===== src/rtl/tm_input_sequencer.sv =====
// Front end for a Turing-machine core. It synchronises and debounces the switches and
// buttons, then turns button presses into fixed-length Next/Done strobes.
module tm_input_sequencer #(
  parameter int DEBOUNCE_CYCLES = 4,
  parameter int PULSE_LEN       = 2,
  parameter int MAX_ENTRIES     = 64
) (
  input  logic       clock,
  input  logic       reset,
  input  logic [3:0] sw_data,
  input  logic       btn_next,
  input  logic       btn_done,
  output logic [3:0] input_data,
  output logic       Next,
  output logic       Done,
  output logic       mode,
  output logic [6:0] entry_count,
  output logic       overflow
);

  localparam logic [2:0] ENTRY_IDLE  = 3'd0;
  localparam logic [2:0] ENTRY_PULSE = 3'd1;
  localparam logic [2:0] DONE_PULSE  = 3'd2;
  localparam logic [2:0] RUN_IDLE    = 3'd3;
  localparam logic [2:0] RUN_PULSE   = 3'd4;

  localparam logic [7:0] DB_LAST = 8'(DEBOUNCE_CYCLES - 1);
  localparam logic [3:0] PL_LAST = 4'(PULSE_LEN - 1);
  localparam logic [6:0] MAX_CNT = 7'(MAX_ENTRIES);

  // Bit 0 is the Next button and bit 1 is the Done button.
  logic [1:0] btn_raw;
  logic [1:0] btn_sync_p0;
  logic [1:0] btn_sync_p1;
  logic [1:0] level;
  logic [1:0] press;
  logic [7:0] db_cnt [2];

  logic [3:0] sw_sync_p0;
  logic [3:0] sw_sync_p1;

  logic [2:0] state;
  logic [3:0] pcnt;

  assign btn_raw = {btn_done, btn_next};

  // Stage p0/p1: two-flop synchronisers on the asynchronous inputs.
  always_ff @(posedge clock or posedge reset) begin
    if (reset) begin
      btn_sync_p0 <= '0;
      btn_sync_p1 <= '0;
      sw_sync_p0  <= '0;
      sw_sync_p1  <= '0;
    end else begin
      btn_sync_p0 <= btn_raw;
      btn_sync_p1 <= btn_sync_p0;
      sw_sync_p0  <= sw_data;
      sw_sync_p1  <= sw_sync_p0;
    end
  end

  // Debounce: the accepted level flips after DEBOUNCE_CYCLES consecutive samples
  // that disagree with it. press is a registered one-cycle pulse on a 0->1 flip.
  always_ff @(posedge clock or posedge reset) begin
    if (reset) begin
      level     <= '0;
      press     <= '0;
      db_cnt[0] <= '0;
      db_cnt[1] <= '0;
    end else begin
      for (int i = 0; i < 2; i++) begin
        press[i] <= 1'b0;
        if (btn_sync_p1[i] == level[i]) begin
          db_cnt[i] <= '0;
        end else if (db_cnt[i] == DB_LAST) begin
          level[i]  <= btn_sync_p1[i];
          press[i]  <= btn_sync_p1[i];
          db_cnt[i] <= '0;
        end else begin
          db_cnt[i] <= db_cnt[i] + 8'd1;
        end
      end
    end
  end

  // Sequencer: events that arrive while a strobe is active are dropped, not queued.
  always_ff @(posedge clock or posedge reset) begin
    if (reset) begin
      state       <= ENTRY_IDLE;
      pcnt        <= '0;
      input_data  <= '0;
      entry_count <= '0;
      overflow    <= 1'b0;
      mode        <= 1'b0;
    end else begin
      case (state)
        ENTRY_IDLE: begin
          if (press[1]) begin
            state <= DONE_PULSE;
            pcnt  <= '0;
          end else if (press[0]) begin
            if (entry_count == MAX_CNT) begin
              overflow <= 1'b1;
            end else begin
              input_data  <= sw_sync_p1;
              entry_count <= entry_count + 7'd1;
              state       <= ENTRY_PULSE;
              pcnt        <= '0;
            end
          end
        end
        ENTRY_PULSE: begin
          if (pcnt == PL_LAST) state <= ENTRY_IDLE;
          else pcnt <= pcnt + 4'd1;
        end
        DONE_PULSE: begin
          if (pcnt == PL_LAST) begin
            state <= RUN_IDLE;
            mode  <= 1'b1;
          end else begin
            pcnt <= pcnt + 4'd1;
          end
        end
        RUN_IDLE: begin
          if (press[0]) begin
            state <= RUN_PULSE;
            pcnt  <= '0;
          end
        end
        RUN_PULSE: begin
          if (pcnt == PL_LAST) state <= RUN_IDLE;
          else pcnt <= pcnt + 4'd1;
        end
        default: state <= ENTRY_IDLE;
      endcase
    end
  end

  // The strobes are decoded from state, so an asynchronous reset drops them at once.
  assign Next = (state == ENTRY_PULSE) || (state == RUN_PULSE);
  assign Done = (state == DONE_PULSE);

endmodule


===== config.mk =====
export PLATFORM = sky130hd
export DESIGN_NAME = tm_input_sequencer
export DESIGN_NICKNAME = d
export VERILOG_FILES = /design/src/rtl/tm_input_sequencer.sv
export SDC_FILE = /design/constraint.sdc
export NUM_CORES = 1
export LEC_CHECK = 0
export BUFFER_PORTS_ARGS = -buffer_cell sky130_fd_sc_hd__clkbuf_2
export CORE_ASPECT_RATIO = 0.7
export CORE_MARGIN = 2
export CORE_UTILIZATION = 47
export DETAILED_ROUTE_END_ITERATION = 6
export GPL_ROUTABILITY_DRIVEN = 0
export GPL_TIMING_DRIVEN = 0
export PLACE_DENSITY = 0.66
export SLEW_MARGIN = 20
export SYNTH_ARGS = -nofsm -noshare
export SYNTH_HDL_FRONTEND = slang
export SYNTH_SLANG_ARGS = --single-unit

===== constraint.sdc =====
create_clock -name clock -period 2.7 [get_ports clock]
set_clock_uncertainty 0.2 [all_clocks]
set_input_delay 0.54 -clock clock [delete_from_list [all_inputs] [get_ports clock]]
set_output_delay 0.54 -clock clock [all_outputs]
set_load 0.01 [all_outputs]

==> tab_implementation.tex <==
\begin{tabular}{lr}
\hline
Metric & Value \\
\hline
\multicolumn{2}{l}{\textbf{Floorplan}} \\
\quad Number of I/O pins & 23 \\
\quad Row count & 20 \\
\quad Initial core utilization & 0.5003 \\
\quad Die Wd & 86.07 um \\
\quad Die outline area & 5289 um\^{}2 \\
\quad Core Region & 4429 um\^{}2 \\
\quad Height of the chip & 61.45 um \\
\multicolumn{2}{l}{\textbf{Worst setup path}} \\
\quad Endpoint of the worst-slack reg-to-reg timing path & pcnt[2] \\
\quad Sequence of cells on the critical path & clkbuf\_1, nor3b\_1, clkbuf\_2 \\
\quad WP data arrival & 1500 ps \\
\quad Type of element launching the critical path & flip-flop \\
\quad R2R cell count & 5 \\
\quad Library cell contributing the largest single delay on the critical path & sky130\_fd\_sc\_hd\_\_dfrtp\_1 \\
\quad CP Class & flip-flop to primary output \\
\quad CP endpoint kind & primary output \\
\quad Worst reg2reg path startpoint & pcnt[1] \\
\quad Register-to-Register Setup Slack & 480 ps \\
\quad Delay contributed by the slowest stage of the critical path & 350 ps \\
\quad Largest fanout on the critical path & 10 \\
\quad CP required & 1960 ps \\
\multicolumn{2}{l}{\textbf{Global routing}} \\
\quad Maximum number of pins on one net before global-route repair & 28 \\
\quad Number of global-route vias before repair & 1330 \\
\quad Overall global routing resource usage & 0.1611 \\
\quad Grt ovf & 0 \\
\quad Number of antenna violations at the first check in global routing & 0 \\
\quad First-pass GRT wire length & 6465 um \\
\multicolumn{2}{l}{\textbf{Detailed routing}} \\
\quad Vias after detailed routing & 1429 \\
\quad Routed wl met2 & 1608 um \\
\quad Routed wire length per instance & 13.72 um \\
\quad Via count normalized by instance count & 5.273 \\
\quad Initial DRT Pass Iterations & 4 \\
\quad Routed length on met1 & 1866 um \\
\quad Highest signal layer in the routed design & met4 \\
\quad DRC marker count from the first detailed-route iteration & 103 \\
\quad DRC violation count after routing & 0 \\
\quad Met3 routed wirelength & 213 um \\
\quad Remaining number of nets flagged by the antenna check after routing & 0 \\
\quad Wire length after detailed routing & 3717 um \\
\multicolumn{2}{l}{\textbf{Finish}} \\
\quad Non-filler cells, final & 271 \\
\quad \# fillers & 361 \\
\quad Nets & 229 \\
\quad Fraction of layout cells with a size suffix above 1 & 0.2037 \\
\quad Layout area overhead & 14.00\% \\
\quad Number of diodes & 0 \\
\quad Final Core Density & 0.5703 \\
\multicolumn{2}{l}{\textbf{Logic synthesis}} \\
\quad Area fraction of the dominant cell type after synthesis & 0.5872 \\
\quad Ranking of synthesized cells by area & sky130\_fd\_sc\_hd\_\_dfrtp\_1, sky130\_fd\_sc\_hd\_\_xor2\_1, sky130\_fd\_sc\_hd\_\_ha\_1 \\
\quad Area of the mapped netlist & 2216 um\^{}2 \\
\quad Yosys Warn Count & 0 \\
\quad Synthesized area per cell & 11.98 um\^{}2 \\
\quad Cell type with the highest aggregate area in the netlist & sky130\_fd\_sc\_hd\_\_dfrtp\_1 \\
\quad Synthesized netlist cell count & 185 \\
\quad Distinct cells, synth & 35 \\
\quad Synthesis-stage register bit count & 52 \\
\quad Sequential share of the synthesized area & 0.5872 \\
\quad Post-synth net total & 199 \\
\multicolumn{2}{l}{\textbf{Timing}} \\
\quad Max Clock Freq & 446.0 MHz \\
\quad Normalized max-slew margin & 0.3440 \\
\quad Fraction of the cycle the final worst path needs & 0.8304 \\
\quad Minimum clock period after layout & 2242 ps \\
\quad Final hold violations & 0 \\
\quad Final setup violating endpoints & 0 \\
\quad Measured slew at the worst slew-check pin & 981.8 ps \\
\quad Final number of max-transition violations & 0 \\
\quad Fin Setup TNS & 0 ps \\
\quad Setup slack of the critical path after layout & 457.9 ps \\
\quad Unrepaired setup endpoints after global routing & false \\
\multicolumn{2}{l}{\textbf{Outcome}} \\
\quad Run status & completed \\
\multicolumn{2}{l}{\textbf{Clocking}} \\
\quad Total CTS buffers & 5 \\
\quad Clock tree from TritonCTS & done \\
\quad Clk Latency, worst-skew pair & 300 ps \\
\quad Level count of the clock H-tree & 2 \\
\quad Clock transition at path regs & 90 ps \\
\quad Root cell of the clock tree & sky130\_fd\_sc\_hd\_\_clkbuf\_8 \\
\quad Longest Clk Path Bufs & 2 \\
\quad Resized cells post-CTS & 0 \\
\quad Number of sinks handled by clock tree synthesis & 52 \\
\quad Hold buffers post-CTS & 0 \\
\quad Number of setup buffers added after CTS & 0 \\
\multicolumn{2}{l}{\textbf{Placed design}} \\
\quad Count of buffers inserted at the top-level ports & 22 \\
\quad Pre-CTS setup slack & 496.1 ps \\
\quad Total half-perimeter wirelength after legalization and detailed placement & 2693 um \\
\quad Post-Place Cells & 263 \\
\multicolumn{2}{l}{\textbf{Flow run}} \\
\quad Max-cap violations & 0 \\
\multicolumn{2}{l}{\textbf{Power}} \\
\quad Areal power density over the cells & 846.6 nW/um\^{}2 \\
\quad Power Total & 0.002139 W \\
\quad Maximum ir drop on the vdd rail & 0.4109 mV \\
\quad Leakage Power & 1.242 nW \\
\multicolumn{2}{l}{\textbf{Min path}} \\
\quad Type of the most critical hold path & input port to asynchronous set/reset pin \\
\hline
\end{tabular}
-- critical path, delay by kind of cell (launching register included) --
kind	cells	cell delay, ps
buf+inv	2	530
flops	1	350
simple gates	1	330
-- cells in the mapped netlist (all sizes together) --
cell	count
nor4b	2
a31oi	1
o21a	1
o211a	1
nand2	9
o21ai	4
a211o	1
nor2	21
nand4b	1
nand4	2
mux2	7
ha	6
or2	2
o31ai	1
xnor2	7
clkbuf	2
and3	6
a21oi	2
buf	2
dfrtp	52
inv	7
a311o	1
o221ai	1
nor3b	5
o2bb2ai	1
a221oi	1
or4	1
a21o	3
nor4	2
nand3	14
a41o	1
nor3	2
xor2	16
-- kinds of logic (layout without fill, tap and decap cells) --
logic type               after synthesis  in the layout  share of synthesized area
XOR/XNOR                              23             23                    0.09091
buffers and inverters                 11             42                    0.02541
adder cells (fa/ha/maj)                6              6                    0.03388
flip-flops                            52             52                     0.5872
multiplexers                           7              7                    0.04404
AO/OA/AOI/OAI                         19             19                    0.06268
AND/OR/NAND/NOR                       67             67                     0.1558
-- placed cells by master, fill, tap and decap left out, drive strengths merged --
master,n
xnor2,7
nor4,2
nor3,2
o2bb2ai,1
buf,3
bufinv,1
o211a,1
a21o,3
or2,2
a21oi,2
ha,6
a41o,1
o21ai,4
nor2,21
nand3,14
a311o,1
nor4b,2
xor2,16
nand2,9
o221ai,1
nand4b,1
nor3b,5
a221oi,1
or4,1
clkbuf,30
o21a,1
and3,6
a31oi,1
inv,8
dfrtp,52
a211o,1
nand4,2
mux2,7
o31ai,1
-- flip-flops by register name (all words and copies together) (netlist names) --
name and count:
state 3, btn_sync_p0 2, input_data 4, db_cnt 16, level 2, sw_sync_p0 4
mode 1, btn_sync_p1 2, sw_sync_p1 4, press 2, entry_count 7, pcnt 4
overflow 1
-- routing by layer --
| layer | global-route usage | vias to the layer above |
|---|---|---|
| li1 | - | 695 |
| met1 | 0.2378 | 688 |
| met2 | 0.2326 | 41 |
| met3 | 0.05094 | 5 |
| met4 | 0.04082 | 0 |
| met5 | 0 | - |
-- how the worst max path moves through the flow --
stage	from	to	slack [ps]
floorplan	state[2]	entry_count[1]	590
finish	state[1]	Done	460
detailed placement	pcnt[1]	pcnt[2]	500
global placement	reset	mode	180
global route	pcnt[1]	pcnt[2]	220
CTS	state[1]	Done	450
-- report_power, final --
| group | leakage, nW | switching (W) | internal (W) | total (W) |
|---|---|---|---|---|
| clock network | 0.0558 | 0.000248 | 0.000280 | 0.000528 |
| registers | 0.671 | 0.000121 | 0.000904 | 0.00103 |
| logic | 0.515 | 0.000328 | 0.000258 | 0.000586 |
| total | 1.24 | 0.000697 | 0.00144 | 0.00214 |
-- area by class of cell --
class | instances | area (um^2) | area share
well taps | 55 | 68.82 | 0.02724
plain buffers | 4 | 30.03 | 0.01189
inverters | 7 | 26.28 | 0.01040
repair buffers | 23 | 130.1 | 0.05151
flip-flops and latches | 52 | 1301 | 0.5151
clock inverters | 2 | 38.79 | 0.01535
clock buffers | 6 | 72.57 | 0.02873
multi-input cells | 122 | 858.3 | 0.3398
-- through the flow --
stage / cell area (um^2) / hold slack (ps)
2_1_floorplan: 2216 / 131.2
3_3_place_gp: 2395 / 136.0
3_5_place_dp: 2415 / 137.1
4_1_cts: 2526 / 63.39
5_1_grt: 2526 / 94.62
6_report: 2526 / 50.14
Power figures use the tool's default switching activity.
